===== src/rtl/apb_uart_pkg.sv =====
// -----------------------------------------------------------------------------
// apb_uart_pkg
// Shared definitions for the UART APB register block:
//   - register byte offsets
//   - CTRL and STATUS bit positions
//   - APB slave FSM state encoding
// -----------------------------------------------------------------------------
package apb_uart_pkg;

  localparam int BYTE_W = 8;

  // Register byte offsets (word aligned).
  localparam int unsigned OFF_CTRL   = 'h00;
  localparam int unsigned OFF_STATUS = 'h04;
  localparam int unsigned OFF_TXDATA = 'h08;
  localparam int unsigned OFF_RXDATA = 'h0C;
  localparam int unsigned OFF_BAUDIV = 'h10;

  // CTRL bit positions.
  localparam int CTRL_TX_EN     = 0;
  localparam int CTRL_RX_EN     = 1;
  localparam int CTRL_TX_IRQ_EN = 2;
  localparam int CTRL_RX_IRQ_EN = 3;

  // STATUS bit positions.
  localparam int ST_TX_FULL      = 0;
  localparam int ST_TX_EMPTY     = 1;
  localparam int ST_RX_FULL      = 2;
  localparam int ST_RX_OVERRUN   = 3;
  localparam int ST_TX_LEVEL_LSB = 8;

  typedef enum logic {
    IDLE   = 1'b0,
    ACCESS = 1'b1
  } apb_state_e;

endpackage


===== src/rtl/apb_uart_txfifo.sv =====
// -----------------------------------------------------------------------------
// apb_uart_txfifo
// Synchronous DEPTH x 8 transmit FIFO. A push while full is dropped; fullness
// is judged on the registered level, so a pop in the same cycle does not make
// room for a push.
//
// Ports:
//   PCLK, PRESETn  clock, asynchronous active-low reset
//   i_push         push request, i_push_data is the byte
//   i_pop          pop request (ignored when empty)
//   o_head         byte at the head, 0 when empty
//   o_full/o_empty occupancy flags
//   o_level        number of bytes held (0..DEPTH)
// -----------------------------------------------------------------------------
module apb_uart_txfifo
  import apb_uart_pkg::*;
#(
  parameter int DEPTH = 8,
  parameter int LVL_W = $clog2(DEPTH) + 1
) (
  input  logic              PCLK,
  input  logic              PRESETn,
  input  logic              i_push,
  input  logic [BYTE_W-1:0] i_push_data,
  input  logic              i_pop,
  output logic [BYTE_W-1:0] o_head,
  output logic              o_full,
  output logic              o_empty,
  output logic [LVL_W-1:0]  o_level
);

  localparam int AW = $clog2(DEPTH);

  logic [BYTE_W-1:0] r_mem [DEPTH];
  logic [AW-1:0]     r_wr_ptr;
  logic [AW-1:0]     r_rd_ptr;
  logic [LVL_W-1:0]  r_level;

  logic w_push_ok;
  logic w_pop_ok;

  assign o_full    = (r_level == LVL_W'(DEPTH));
  assign o_empty   = (r_level == '0);
  assign o_level   = r_level;
  assign o_head    = o_empty ? '0 : r_mem[r_rd_ptr];
  assign w_push_ok = i_push & ~o_full;
  assign w_pop_ok  = i_pop & ~o_empty;

  // NOTE: clocked state uses non-blocking assignments so every register samples
  // pre-edge values and simulation order cannot change the result.
  always_ff @(posedge PCLK or negedge PRESETn) begin
    if (!PRESETn) begin
      r_wr_ptr <= '0;
      r_rd_ptr <= '0;
      r_level  <= '0;
    end else begin
      // DEPTH is a power of two, so the pointers wrap naturally.
      if (w_push_ok) r_wr_ptr <= r_wr_ptr + 1'b1;
      if (w_pop_ok)  r_rd_ptr <= r_rd_ptr + 1'b1;
      unique case ({w_push_ok, w_pop_ok})
        2'b10:   r_level <= r_level + 1'b1;
        2'b01:   r_level <= r_level - 1'b1;
        default: ;
      endcase
    end
  end

  // NOTE: the storage array has no reset; the level/pointers define which
  // entries are valid and the head is masked to 0 while empty.
  always_ff @(posedge PCLK) begin
    if (w_push_ok) r_mem[r_wr_ptr] <= i_push_data;
  end

endmodule


===== src/rtl/apb_uart_csr.sv =====
// -----------------------------------------------------------------------------
// apb_uart_csr
// APB3 register block for the UART. Holds CTRL and BAUDIV, buffers transmit
// bytes in a FIFO, latches received bytes with overrun detection and drives
// the level interrupt.
//
// Ports:
//   PCLK, PRESETn          APB clock, asynchronous active-low reset
//   PSEL/PENABLE/PWRITE    APB controls; PADDR byte address; PWDATA write data
//   PRDATA                 read data, nonzero only in a completing good read
//   PREADY, PSLVERR        transfer completion and error response
//   tx_valid/tx_data       FIFO head towards the TX engine; tx_ready pops it
//   rx_valid/rx_data       one-cycle strobe of a received byte
//   ctrl_o, baud_div_o     register contents for the UART engines
//   irq                    level interrupt
//
// Register map: 0x00 CTRL, 0x04 STATUS (bit 3 W1C), 0x08 TXDATA (WO),
//               0x0C RXDATA (RO), 0x10 BAUDIV.
// -----------------------------------------------------------------------------
module apb_uart_csr
  import apb_uart_pkg::*;
#(
  parameter int ADDR_WIDTH  = 12,
  parameter int DATA_WIDTH  = 32,  // at least 16
  parameter int WAIT_STATES = 0,   // 0..7
  parameter int TX_DEPTH    = 8    // power of two, 2..64
) (
  input  logic                  PCLK,
  input  logic                  PRESETn,
  input  logic                  PSEL,
  input  logic                  PENABLE,
  input  logic                  PWRITE,
  input  logic [ADDR_WIDTH-1:0] PADDR,
  input  logic [DATA_WIDTH-1:0] PWDATA,
  output logic [DATA_WIDTH-1:0] PRDATA,
  output logic                  PREADY,
  output logic                  PSLVERR,
  output logic                  tx_valid,
  output logic [7:0]            tx_data,
  input  logic                  tx_ready,
  input  logic                  rx_valid,
  input  logic [7:0]            rx_data,
  output logic [3:0]            ctrl_o,
  output logic [15:0]           baud_div_o,
  output logic                  irq
);

  localparam int LVL_W = $clog2(TX_DEPTH) + 1;

  // ---------------------------------------------------------------------------
  // APB slave FSM
  // ---------------------------------------------------------------------------
  apb_state_e r_state;
  apb_state_e w_state_nxt;
  logic [2:0] r_cnt;
  logic [2:0] w_cnt_nxt;

  always_ff @(posedge PCLK or negedge PRESETn) begin
    if (!PRESETn) begin
      r_state <= IDLE;
      r_cnt   <= '0;
    end else begin
      r_state <= w_state_nxt;
      r_cnt   <= w_cnt_nxt;
    end
  end

  // NOTE: every output of this block is given a default first, so no path
  // leaves a value unassigned and no latch is inferred.
  always_comb begin
    w_state_nxt = r_state;
    w_cnt_nxt   = r_cnt;
    unique case (r_state)
      IDLE: begin
        if (PSEL && !PENABLE) begin
          w_state_nxt = ACCESS;
          w_cnt_nxt   = 3'(WAIT_STATES);
        end
      end
      ACCESS: begin
        if (!PSEL) begin
          // Master abandoned the transfer: nothing is committed.
          w_state_nxt = IDLE;
        end else if (r_cnt != 3'd0) begin
          w_cnt_nxt = r_cnt - 3'd1;
        end else if (PENABLE) begin
          w_state_nxt = IDLE;
        end
      end
      default: w_state_nxt = IDLE;
    endcase
  end

  logic w_complete;

  assign PREADY     = (r_state == ACCESS) && (r_cnt == 3'd0);
  assign w_complete = PREADY & PSEL & PENABLE;

  // ---------------------------------------------------------------------------
  // Address decode and error response
  // ---------------------------------------------------------------------------
  logic w_sel_ctrl, w_sel_status, w_sel_txdata, w_sel_rxdata, w_sel_baud;
  logic w_misaligned, w_mapped, w_err;
  logic w_tx_full, w_tx_empty;

  assign w_sel_ctrl   = (PADDR == ADDR_WIDTH'(OFF_CTRL));
  assign w_sel_status = (PADDR == ADDR_WIDTH'(OFF_STATUS));
  assign w_sel_txdata = (PADDR == ADDR_WIDTH'(OFF_TXDATA));
  assign w_sel_rxdata = (PADDR == ADDR_WIDTH'(OFF_RXDATA));
  assign w_sel_baud   = (PADDR == ADDR_WIDTH'(OFF_BAUDIV));
  assign w_misaligned = |PADDR[1:0];
  assign w_mapped     = w_sel_ctrl | w_sel_status | w_sel_txdata |
                        w_sel_rxdata | w_sel_baud;

  // Uses only registered FIFO state, so tx_ready never reaches PSLVERR.
  assign w_err = ~w_mapped | w_misaligned |
                 ( PWRITE & w_sel_rxdata) |
                 (~PWRITE & w_sel_txdata) |
                 ( PWRITE & w_sel_txdata & w_tx_full);

  logic w_wr_ok, w_rd_ok;

  assign w_wr_ok = w_complete & ~w_err &  PWRITE;
  assign w_rd_ok = w_complete & ~w_err & ~PWRITE;
  assign PSLVERR = w_complete & w_err;

  // ---------------------------------------------------------------------------
  // Registers
  // ---------------------------------------------------------------------------
  logic [3:0]  r_ctrl;
  logic [15:0] r_baud;
  logic [7:0]  r_rx_data;
  logic        r_rx_full;
  logic        r_rx_overrun;

  logic w_rx_in, w_rx_rd, w_ovr_set, w_ovr_clr;

  assign w_rx_in   = rx_valid & r_ctrl[CTRL_RX_EN];
  assign w_rx_rd   = w_rd_ok & w_sel_rxdata;
  // A same-cycle RXDATA read frees the holding register, so no overrun then.
  assign w_ovr_set = w_rx_in & r_rx_full & ~w_rx_rd;
  assign w_ovr_clr = w_wr_ok & w_sel_status & PWDATA[ST_RX_OVERRUN];

  always_ff @(posedge PCLK or negedge PRESETn) begin
    if (!PRESETn) begin
      r_ctrl       <= '0;
      r_baud       <= '0;
      r_rx_data    <= '0;
      r_rx_full    <= 1'b0;
      r_rx_overrun <= 1'b0;
    end else begin
      if (w_wr_ok && w_sel_ctrl) r_ctrl <= PWDATA[3:0];
      if (w_wr_ok && w_sel_baud) r_baud <= PWDATA[15:0];

      if (w_rx_in && (!r_rx_full || w_rx_rd)) begin
        r_rx_data <= rx_data;
        r_rx_full <= 1'b1;
      end else if (w_rx_rd) begin
        r_rx_full <= 1'b0;
      end

      // A fresh overrun wins over a simultaneous W1C.
      if (w_ovr_set)      r_rx_overrun <= 1'b1;
      else if (w_ovr_clr) r_rx_overrun <= 1'b0;
    end
  end

  // ---------------------------------------------------------------------------
  // TX FIFO
  // ---------------------------------------------------------------------------
  logic [7:0]       w_tx_head;
  logic [LVL_W-1:0] w_tx_level;
  logic             w_tx_pop;

  assign w_tx_pop = tx_valid & tx_ready;

  apb_uart_txfifo #(
    .DEPTH (TX_DEPTH),
    .LVL_W (LVL_W)
  ) u_txfifo (
    .PCLK        (PCLK),
    .PRESETn     (PRESETn),
    .i_push      (w_wr_ok & w_sel_txdata),
    .i_push_data (PWDATA[7:0]),
    .i_pop       (w_tx_pop),
    .o_head      (w_tx_head),
    .o_full      (w_tx_full),
    .o_empty     (w_tx_empty),
    .o_level     (w_tx_level)
  );

  // ---------------------------------------------------------------------------
  // Read mux and outputs
  // ---------------------------------------------------------------------------
  logic [DATA_WIDTH-1:0] w_rdata;

  always_comb begin
    w_rdata = '0;
    if (w_sel_ctrl) w_rdata[3:0] = r_ctrl;
    if (w_sel_status) begin
      w_rdata[ST_TX_FULL]                      = w_tx_full;
      w_rdata[ST_TX_EMPTY]                     = w_tx_empty;
      w_rdata[ST_RX_FULL]                      = r_rx_full;
      w_rdata[ST_RX_OVERRUN]                   = r_rx_overrun;
      w_rdata[ST_TX_LEVEL_LSB +: 8]            = 8'(w_tx_level);
    end
    if (w_sel_rxdata) w_rdata[7:0]  = r_rx_data;
    if (w_sel_baud)   w_rdata[15:0] = r_baud;
  end

  assign PRDATA = w_rd_ok ? w_rdata : '0;

  assign tx_valid   = ~w_tx_empty & r_ctrl[CTRL_TX_EN];
  assign tx_data    = w_tx_head;
  assign ctrl_o     = r_ctrl;
  assign baud_div_o = r_baud;
  assign irq        = (r_ctrl[CTRL_TX_IRQ_EN] & w_tx_empty) |
                      (r_ctrl[CTRL_RX_IRQ_EN] & r_rx_full)  |
                      r_rx_overrun;

  // Upper write-data bits are ignored by design.
  logic w_unused_pwdata;
  assign w_unused_pwdata = ^PWDATA;

endmodule


===== config.mk =====
export PLATFORM = sky130hd
export DESIGN_NAME = apb_uart_csr
export DESIGN_NICKNAME = d
export VERILOG_FILES = /design/src/rtl/apb_uart_pkg.sv /design/src/rtl/apb_uart_txfifo.sv /design/src/rtl/apb_uart_csr.sv
export SDC_FILE = /design/constraint.sdc
export NUM_CORES = 1
export LEC_CHECK = 0
export BUFFER_PORTS_ARGS = -buffer_cell sky130_fd_sc_hd__buf_2
export CAP_MARGIN = 0
export CORE_ASPECT_RATIO = 0.6
export CORE_UTILIZATION = 55
export DETAILED_ROUTE_END_ITERATION = 10
export GPL_TIMING_DRIVEN = 0
export PLACE_DENSITY = 0.81
export SLEW_MARGIN = 10
export SYNTH_ARGS = -nofsm -noshare
export SYNTH_HDL_FRONTEND = slang
export SYNTH_HIERARCHICAL = 1
export SYNTH_SLANG_ARGS = --single-unit
export TNS_END_PERCENT = 100

===== constraint.sdc =====
create_clock -name PCLK -period 9 [get_ports PCLK]
set_input_delay 1.8 -clock PCLK [delete_from_list [all_inputs] [get_ports PCLK]]
set_output_delay 1.8 -clock PCLK [all_outputs]
set_load 0.05 [all_outputs]

Yosys cells after proc, flatten, opt, wreduce, memory -nomap -nowiden:

Memory sizes are Yosys's and may differ from the RTL's.
Index checks and enable logic that the tools add are counted.

* flip-flop bits (word level): 44
* bits in latches: 0
* bits in writable memories: 64
* memory bits (read-only): 0
* input bits: 59
* logic and storage cells: 106
* memories kept: 1

* add/subtract/negate cells: 5
* multiply operators: 0
* divide/modulo/power cells: 0
* $lt $le $gt $ge: 0
* eq/ne operators: 10
* shift-type cells: 0
* mux-type cells: 23
* bitwise logic cells: 40
* reduce and logical (&&, ||, !) cells: 17

Memory list
* u_txfifo.r_mem: words 8, bits a word 8, read ports 1, clocked after Yosys merged registers in 0, write ports 1, line apb_uart_txfifo.sv:34 `logic [BYTE_W-1:0] r_mem [DEPTH];`

Operators by type and width (number)
* $mux W16: 2
* $eq A12 B4 Y1 const B: 2
* $and A1 B1 Y1: 23
* $mux W8: 2
* $eq A12 B3 Y1 const B: 1
* $eq A12 B5 Y1 const B: 1
* $logic_not A12 Y1: 1
* $mux W4: 3
* $mux W1: 10
* $or A1 B1 Y1: 10
* $mux W3: 3
* $pmux W4 S2: 1
* $not A1 Y1: 7
* $add A3 B1 Y3 const B: 2
* $pmux W3 S2: 1
* $reduce_bool A2 Y1: 3
* $logic_and A1 B1 Y1: 5
* $add A4 B1 Y4 const B: 1
* $eq A4 B4 Y1 const B: 1
* $logic_not A4 Y1: 1
* $ne A2 B2 Y1 const B: 2
* $sub A4 B1 Y4 const B: 1
* $logic_not A3 Y1: 1
* $reduce_and A3 Y1: 1
* 9 further kinds: 10

Longest topological paths before layout:

Gate-level depths: netlist of the first run.

* depth after elaboration: 17
* gate-level depth with buffers: 15
* depth with buffers taken out: 15

Hierarchy:

Netlist of the first run, hierarchy kept.

By module, submodules not included
* apb_uart_txfifo: instances 1, cells an instance 162, area an instance 3039.2 µm²
* apb_uart_csr: instances 1, cells an instance 241, area an instance 2311.0 µm²

Worst setup path after synthesis of the first run:

Ideal clock, no wire load.

* path kind: input to output
* start: input port PADDR[9]
* end: output port PRDATA[10]
* arrival: 3.712 ns
* data required time: 7.200 ns
* slack: 3.488 ns
* stages: 5
* path buffers: 1
* cell sequence: or4_4 > nor4_4 > buf_6 > a22oi_1 > nor2_1

* word-level cells in the longest chain between the ends: 14
* elaborated cells between the ends (all ways): 24
* classes of those cells: 4 x eq/ne; 3 x mux; 16 x bitwise; 1 x reduce/logical

RTL lines
* from (decl): line apb_uart_csr.sv:33 `input logic [ADDR_WIDTH-1:0] PADDR,`
* $eq A12 B3 Y1 / $logic_not A12 Y1 (equally long branches): line apb_uart_csr.sv:107, apb_uart_csr.sv:106
* $or A1 B1 Y1 (3 in a row): line apb_uart_csr.sv:112 `assign w_mapped = w_sel_ctrl | w_sel_status | w_sel_txdata |`
* $or A1 B1 Y1: line apb_uart_csr.sv:113 `w_sel_rxdata | w_sel_baud;`
* $not A1 Y1: line apb_uart_csr.sv:116 `assign w_err = ~w_mapped | w_misaligned |`
* $or A1 B1 Y1 (2 in a row): line apb_uart_csr.sv:116
* $or A1 B1 Y1: line apb_uart_csr.sv:117 `( PWRITE & w_sel_rxdata) |`
* $or A1 B1 Y1: line apb_uart_csr.sv:118 `(~PWRITE & w_sel_txdata) |`
* $not A1 Y1: line apb_uart_csr.sv:124 `assign w_rd_ok = w_complete & ~w_err & ~PWRITE;`
* $and A1 B1 Y1 (2 in a row): line apb_uart_csr.sv:124
* $mux W16 *: line apb_uart_csr.sv:211 `assign PRDATA = w_rd_ok ? w_rdata : '0;`
* to (decl): line apb_uart_csr.sv:35 `output logic [DATA_WIDTH-1:0] PRDATA,`

Every way passes the cells marked *; elsewhere a longest branch is shown, timed or not.

Final worst setup path of the first run:

Same ends and word-level chain as after synthesis.

==> metrics.md, run 1 <==
| Metric | Value |
|---|---|
| Status | `finished, final reports clean` |
| Overflow after GRT | `0` |
| Effective utilization at floorplan | `about 58%` |
| First DRT Iteration DRCs | `roughly 450` |
| Nets | `about 580` |
| Synth Area per Inst | `roughly 13 sq um` |
| Post-CTS Setup Bufs | `0` |
| Number of buffers and inverters on the critical path | `2` |
| Hold Path Class | `register to register` |
| # H-tree levels | `3` |
| Root Driver | `clkbuf_16` |
| Worst Path Required | `approximately 7200 ps` |
| Setup WS post-layout | `about 3400 ps` |
| Final setup violation count | `0` |
| Cts hold-fix bufs | `0` |
| DP Cell Count | `about 640` |
| CP arrival | `3830 ps` |
| N_diodes | `0` |
| Die height | `~80 microns` |
| Register area share after synthesis | `between 50% and 60%` |
| Most frequent cells in the layout | `buf_2 (95), edfxtp_1 (64), dfrtp_1 (44)` |
| IO buf count | `89` |
| Largest net degree at the start of global routing | `45` |
| CTS sink count | `108` |
| Min Tclk post-route | `roughly 5600 ps` |
| Setup TNS | `0 ps` |
| First-pass GRT wire length | `just over 20000 microns` |
| Vias per inst | `roughly 6.0` |
| Top_reg_cell synth | `edfxtp_1` |
| WS Path Type | `primary input to output pin` |
| Routed Antenna Nets | `0` |
| Wirelength per Cell | `between 15 and 20 microns` |
| Met2 WL | `between 5000 and 6000 microns` |
| Clk_lat worst skew | `between 300 and 400 ps` |
| Unique cell type count in the Yosys netlist | `55` |
| Antenna violations before repair | `0` |
| Met3 WL | `1360 microns` |
| Cells along the critical path | `buf_2 -> or4_4 -> nor4_1 -> a22oi_1 -> nor2_1 -> buf_2` |
| VDD IR-drop max | `0.0000881 V` |
| Post-synth ARST share | `40.7%` |
| Max Fclk | `around 180 MHz` |
| CP dominant cell by count | `buf_2` |
| First-pass DRT Iterations | `5` |
| Synth warn | `6` |
| HPWL after DPL | `~9400 microns` |
| Power Density | `around 150 nW/um^2` |
| Clock slew at reported path FFs | `about 60 ps` |
| Worst R2R Setup Slack | `5630 ps` |
| Post-synth EDFFs | `64` |
| RSZ-0062 raised after global routing | `no` |
| Vias in the first global route | `about 3800` |
| Clock skew | `7.35 ps` |
| Post-Syn Instances | `403` |
| Lkg Pwr | `between 2 and 3 nW` |
| Width of the chip | `approximately 130 microns` |
| GPL Wtd Cong | `about 0.98` |
| Most common cell after layout, fill and taps aside | `buf_2` |
| Critical path's top delay family | `simple AND/OR/NAND/NOR gates` |
| Drt drc | `0` |
| Core Area | `around 9300 sq um` |
| Mapped Area | `around 5400 sq um` |
| Slew @ Worst Pin | `1110 ps` |
| Share of cells above drive strength 1 | `a little under a third` |
| Routed wire length | `between 10000 and 15000 microns` |
| Metal-1 WL | `around 5600 microns` |
| Pre-CTS WS | `roughly 3400 ps` |
| Row count | `27` |
| Type of origin of the critical path | `primary input` |
| Area Overhead vs Synth | `18.0%` |
| MaxCap Viol Count | `0` |
| Highest metal used | `met4` |
| Routed vias | `a little under 4000` |
| Crit end category | `output pin` |
| Slew margin rel. | `about 25%` |
| Clock buffer count from CTS | `9` |
| Io pins | `between 100 and 150` |
| Slowest stage delay, CP | `approximately 770 ps` |
| Finished Layout Cells | `approximately 650` |
| Total GRT Usage | `~27%` |
| FF+latch count, synth | `around 110` |
| Die area | `between 10000 and 15000 sq um` |
| CTS tree | `built` |
| CP max-delay cell | `nor4_1` |
| Critical path peak fanout | `4` |
| Final Hold Viols | `0` |
| Period utilization | `approximately 63%` |
| CTS resizes | `0` |
| CTS Buffer Depth | `2` |
| Final Max Tran Viols | `0` |
[per-stage QoR]
step | hold WS [ps] | util [%] | power [mW] | cell area, sq um
4_1_cts | 514 | 67.9 | 0.978 | 6300
3_5_place_dp | 492 | 64.7 | 0.592 | 6010
2_1_floorplan | 487 | - | 0.570 | 5410
5_1_grt | 530 | 68.0 | 0.999 | 6310
3_3_place_gp | 485 | 64.7 | 0.591 | 6010
6_report | 514 | 68.0 | 0.970 | 6310
[registers in the layout (all words and copies together) (netlist names)]
| signal | count |
|---|---|
| r_rx_full | 1 |
| baud_div_o | 16 |
| r_rx_overrun | 1 |
| u_txfifo/o_level | 4 |
| r_state | 1 |
| u_txfifo/r_mem | 64 |
| u_txfifo/r_rd_ptr | 3 |
| u_txfifo/r_wr_ptr | 3 |
| r_cnt | 3 |
| ctrl_o | 4 |
| r_rx_data | 8 |
[Yosys cell counts (all sizes together) (8+ instances only)]
cell type	instances	area [sq um]
a31oi	8	50.1
a21oi	11	55.1
nor2	31	116
nor3	8	51.3
o211ai	8	60.1
clkbuf	9	33.8
mux2i	8	80.1
buf	28	203
edfxtp	64	1920
nand2	24	90.1
a41oi	8	70.1
a22oi	12	90.1
nor4	8	95.1
mux2	26	297
dfrtp	44	1100
mux4	16	360
nor3b	9	67.6
[layout make-up]
cell class	instances	area, sq um
Clock inverter	6	61.3
Timing Repair Buffer	89	445
Buffer	37	236
Tap cell	130	163
Clock buffer	10	229
Fill cell	657	2980
Multi-Input combinational cell	266	2130
Inverter	7	26.3
Sequential cell	108	3020
[metal layers]
metal / vias to the layer above / GRT usage, %
met1: 1919 / 38.5
met4: 0 / 7.29
li1: 1748 / -
met2: 230 / 40.1
met5: - / 0
met3: 29 / 8.45
[cells by family after synthesis]
logic type | after synthesis | share of synthesized area, %
muxes | 50 | 13.8
and+or+nand+nor | 117 | 12.8
xor gates and xnor gates | 8 | 1.31
AOI/OAI and AO/OA | 68 | 9.03
adders and majority gates | 7 | 1.64
DFF | 108 | 56.5
other | 1 | 0.0701
buffers and inverters | 44 | 4.91
[where the power goes]
part	internal (mW)	switching [mW]	total (mW)
registers	0.525	0.000762	0.526
clock network	0.216	0.171	0.387
logic	0.0173	0.0395	0.0568
total	0.759	0.212	0.970
[worst paths after layout]
| path | start | endpoint | depth (start not counted) |
|---|---|---|---|
| worst min register to register | baud_div_o[13] | baud_div_o[13] | 1 |
| min in group asynchronous | PRESETn | r_cnt[2] | 1 |
| worst max register to register | r_cnt[0] | u_txfifo/o_level[2] | 15 |
| max in group asynchronous | PRESETn | baud_div_o[11] | 1 |
| worst min-delay path | baud_div_o[13] | baud_div_o[13] | 1 |
| worst max-delay path | PADDR[9] | PRDATA[10] | 6 |
No activity file was read; power rests on OpenSTA's default activity.
==> run 2, diff against run 1 <==
--- a/config.mk
+++ b/config.mk
@@ -5,13 +5,14 @@
 export SDC_FILE = /design/constraint.sdc
 export NUM_CORES = 1
 export LEC_CHECK = 0
+export ABC_AREA = 1
 export BUFFER_PORTS_ARGS = -buffer_cell sky130_fd_sc_hd__buf_2
 export CAP_MARGIN = 0
 export CORE_ASPECT_RATIO = 0.6
-export CORE_UTILIZATION = 55
+export CORE_UTILIZATION = 49
 export DETAILED_ROUTE_END_ITERATION = 10
 export GPL_TIMING_DRIVEN = 0
-export PLACE_DENSITY = 0.81
+export PLACE_DENSITY = 0.77
 export SLEW_MARGIN = 10
 export SYNTH_ARGS = -nofsm -noshare
 export SYNTH_HDL_FRONTEND = slang
==> constraint.sdc (replaced) <==
create_clock -name PCLK -period 4.6 [get_ports PCLK]
set_input_delay 0.92 -clock PCLK [delete_from_list [all_inputs] [get_ports PCLK]]
set_output_delay 0.92 -clock PCLK [all_outputs]
set_load 0.05 [all_outputs]
==> run 2 against run 1 <==
Synthesized cell count grew 35%. Clock skew rose by 1.4 ps. Count of clock-buffer cells in the layout increased by 3. First-iteration DRC count is 8.7% higher. Critical endpoint is now PRDATA[2]. Largest cell class unchanged.
==> metrics.md, run 2 <==
| Metric | Value |
|---|---|
| Status | `finished, final reports clean (unchanged)` |
| CP max-delay cell | `buf_2 (was nor4_1)` |
| WS Path Type | `primary input to output pin (unchanged)` |
| Critical path peak fanout | `10 (was 4)` |
| Nets | `726 (was 584)` |
| Root Driver | `clkbuf_16 (unchanged)` |
| Post-Syn Instances | `544 (was 403)` |
| Pre-CTS WS | `863 ps (was 3400 ps)` |
| CTS sink count | `108 (unchanged)` |
| Antenna violations before repair | `0 (unchanged)` |
| Commonest cells post-synth | `nand2_1 (100), nor2_1 (86), edfxtp_1 (64) (was edfxtp_1 (64), dfrtp_1 (44), nor2_1 (31))` |
| Min Tclk post-route | `3760 ps` |
| Hold Slack | `480 ps (was 514 ps)` |
| Routing usage on met3 | `5.56% (was 8.45%)` |
| Slowest stage delay, CP | `320 ps (was 770 ps)` |
| Hold Path Class | `register to register (unchanged)` |
| Final setup violation count | `0 (unchanged)` |
| IO buf count | `90 (was 89)` |
| Synth warn | `6 (unchanged)` |
| Area Overhead vs Synth | `18.2% (was 18.0%)` |
| Simple-gate portion of the synthesized area | `22.8% (was 12.8%)` |
| Effective utilization at floorplan | `52.0% (was 57.6%)` |
| Clock skew | `8.78 ps (was 7.35 ps)` |
| Mux share of post-synthesis cell area | `0% (was 13.8%)` |
| Cts hold-fix bufs | `0 (unchanged)` |
| Crit end category | `output pin (unchanged)` |
| Cells along the critical path | `buf_2 -> nor2_1 -> nand2_1 -> nor2_4 -> nand2_4 -> nand2_4 -> nor2_2 -> nor2_4 -> nand3_1 -> buf_2 -> nor3b_1 -> buf_2 (was buf_2 -> or4_4 -> nor4_1 -> a22oi_1 -> nor2_1 -> buf_2)` |
| Routed wire length | `12600 microns (was 12700 microns)` |
| RSZ-0062 raised after global routing | `no (unchanged)` |
| Max Fclk | `266 MHz` |
| Slew margin rel. | `33.5% (was 25.1%)` |
| First-pass GRT wire length | `19900 microns (was 20200 microns)` |
| Drt drc | `0 (unchanged)` |
| Period utilization | `between 80% and 90%` |
| Vias per inst | `5.39 (was 6.01)` |
| Overflow after GRT | `0 (unchanged)` |
| Clock slew at reported path FFs | `60 ps (about the same)` |
| Layout filler cell count | `810 (was 657)` |
| Largest family of logic cells by synthesized area | `simple AND/OR/NAND/NOR gates (was multiplexers)` |
| Type of origin of the critical path | `primary input (unchanged)` |
| Area leader, netlist | `edfxtp_1 (unchanged)` |
| Final Hold Viols | `0 (unchanged)` |
| Area share of the largest cell type after synthesis | `36.3% (was 35.9%)` |
| Busiest grt layer | `met2 (unchanged)` |
| Routed Antenna Nets | `0 (unchanged)` |
| Top_reg_cell synth | `edfxtp_1 (unchanged)` |
| MaxCap Viol Count | `0 (unchanged)` |
| Worst Path Required | `3680 ps (was 7200 ps)` |
| Met2 Resource Use GR | `36.1% (was 40.1%)` |
| Clock buffer count from CTS | `9 (unchanged)` |
| GPL Wtd Cong | `0.881 (was 0.985)` |
| Post-CTS Setup Bufs | `0 (unchanged)` |
| Post-layout util | `61.5% (was 68.0%)` |
| Mapped Area | `5290 sq um (was 5350 sq um)` |
| Setup WS post-layout | `838 ps (was 3370 ps)` |
| HPWL after DPL | `9410 microns (was 9380 microns)` |
| Adder-cell share of the synthesized area | `1.66% (was 1.64%)` |
| N_diodes | `0 (unchanged)` |
| Die height | `82.5 microns (was 78.4 microns)` |
| Most frequent cells in the layout | `nand2_1 (100), buf_2 (92), nor2_1 (86) (was buf_2 (95), edfxtp_1 (64), dfrtp_1 (44))` |
| Met1 global-route usage | `34.2% (was 38.5%)` |
| First DRT Iteration DRCs | `488 (was 449)` |
| Setup TNS | `0 ps (unchanged)` |
| Critical path's top delay family | `simple AND/OR/NAND/NOR gates (unchanged)` |
| CTS Buffer Depth | `2 (unchanged)` |
| Power Density | `307 nW/um^2 (was 154 nW/um^2)` |
| Number of buffers and inverters on the critical path | `3 (was 2)` |
| Unique cell type count in the Yosys netlist | `44 (was 55)` |
| Most frequent cell after synthesis | `nand2_1 (was edfxtp_1)` |
| VDD IR-drop max | `0.000192 V (was 0.0000881 V)` |
| Register area share after synthesis | `57.2% (was 56.5%)` |
| Post-synth EDFFs | `64 (unchanged)` |
| Most common cell after layout, fill and taps aside | `nand2_1 (was buf_2)` |
| CP arrival | `2840 ps (was 3830 ps)` |
| Largest register FFs | `64 (unchanged)` |
| Lkg Pwr | `2.97 nW (was 2.60 nW)` |
| Slew @ Worst Pin | `997 ps (was 1110 ps)` |
| Share of cells above drive strength 1 | `26.0% (was 30.6%)` |
| Die area | `11200 sq um (was 10100 sq um)` |
| Area contributors post-synth | `edfxtp_1 (36%), dfrtp_1 (21%), nand2_1 (7.1%) (was edfxtp_1 (36%), dfrtp_1 (21%), mux4_2 (6.7%))` |
| CP dominant cell by count | `buf_2 (unchanged)` |
| Row count | `28 (was 27)` |
| Width of the chip | `136 microns (was 129 microns)` |
| Core Area | `10200 sq um (was 9290 sq um)` |
| Largest net degree at the start of global routing | `45 (unchanged)` |
| Total GRT Usage | `23.9% (was 27.0%)` |
| First-pass DRT Iterations | `5 (unchanged)` |
| Wirelength per Cell | `15.7 microns (was 19.5 microns)` |
| Synth Area per Inst | `9.72 sq um (was 13.3 sq um)` |
| FF+latch count, synth | `108 (unchanged)` |
| Post-synth ARST share | `40.7% (unchanged)` |
| Post-synthesis xor/xnor area fraction | `0.994% (was 1.31%)` |
| Routed vias | `4309 (was 3926)` |
| Clk_lat worst skew | `350 ps (about the same)` |
| Reg with most FFs | `u_txfifo/r_mem (unchanged)` |
| # H-tree levels | `3 (unchanged)` |
| Io pins | `123 (unchanged)` |
| Vias in the first global route | `4108 (was 3816)` |
| Final Max Tran Viols | `0 (unchanged)` |
| Compound-Gate Fraction of Synth Area | `9.75% (was 9.03%)` |
| CTS tree | `built (unchanged)` |
| CTS resizes | `0 (unchanged)` |
-- run 2: cell types whose count changed in the layout (fill, tap and decap cells not counted), moves of 9 or more --
cell     before  now
mux2_1       20    0
nand3_1       3   36
nand2_1      24  100
mux4_2       16    0
o21ai_0       4   24
a22oi_1      12    0
inv_1         7   36
o22ai_1       1   10
nand2_2       0   11
a21oi_1      11    2
o21ai_1       1   28
nor2_1       31   86
-- run 2: area by class of cell --
cell class                      count  area, sq um  area share [%]
Buffer                             33          250            4.00
Inverter                           40          150            2.40
Multi-Input combinational cell    378         1920            30.7
Tap cell                          135          169            2.70
Clock inverter                      3         20.0           0.320
Sequential cell                   108         3020            48.4
Timing Repair Buffer               90          450            7.21
Clock buffer                       13          265            4.25
-- run 2: path summary, 6_finish.rpt --
kind                                startpoint                   end  slack (ps)  depth (start not counted)
setup / recovery                      PADDR[1]             PRDATA[2]         840                         12
hold / removal                    r_rx_data[7]          r_rx_data[7]         480                          2
setup reg to reg           u_txfifo/o_level[2]  u_txfifo/r_mem[1][0]        1500                         13
hold reg to reg                   r_rx_data[7]          r_rx_data[7]         480                          2
max in group asynchronous              PRESETn               r_state        3240                          1
min in group asynchronous              PRESETn         baud_div_o[9]         740                          1
-- run 2: where the power goes --
part | internal [mW] | switching [mW]
Sequential | 1.04 | 0.00324
Combinational | 0.0442 | 0.100
Clock | 0.407 | 0.324
-- run 2: layer usage --
metal,up-vias,wire length [microns]
met3,15,1230
li1,2043,-
met2,239,5450
met4,0,116
met5,-,0
met1,2012,5790
-- run 2: kinds of logic after synthesis --
logic type | count (synthesis)
compound gates | 86
xor+xnor | 6
fa+ha+maj | 7
buf+inv | 73
flops | 108
other cells | 1
simple gates | 263
-- run 2: tightest hold or removal path: cells and delay by family (launching register included) --
family | cells | cell delay, ps
flip-flops | 1 | 350
AND/OR/NAND/NOR | 2 | 100
-- run 2: per-stage QoR --
stage               power [mW]  cell area (sq um)  instances
floorplan                 1.16               5340        559
global placement          1.20               5960        784
detailed placement        1.21               5960        784
CTS                       1.93               6250        800
global route              1.98               6250        800
finish                    1.92               6250        800
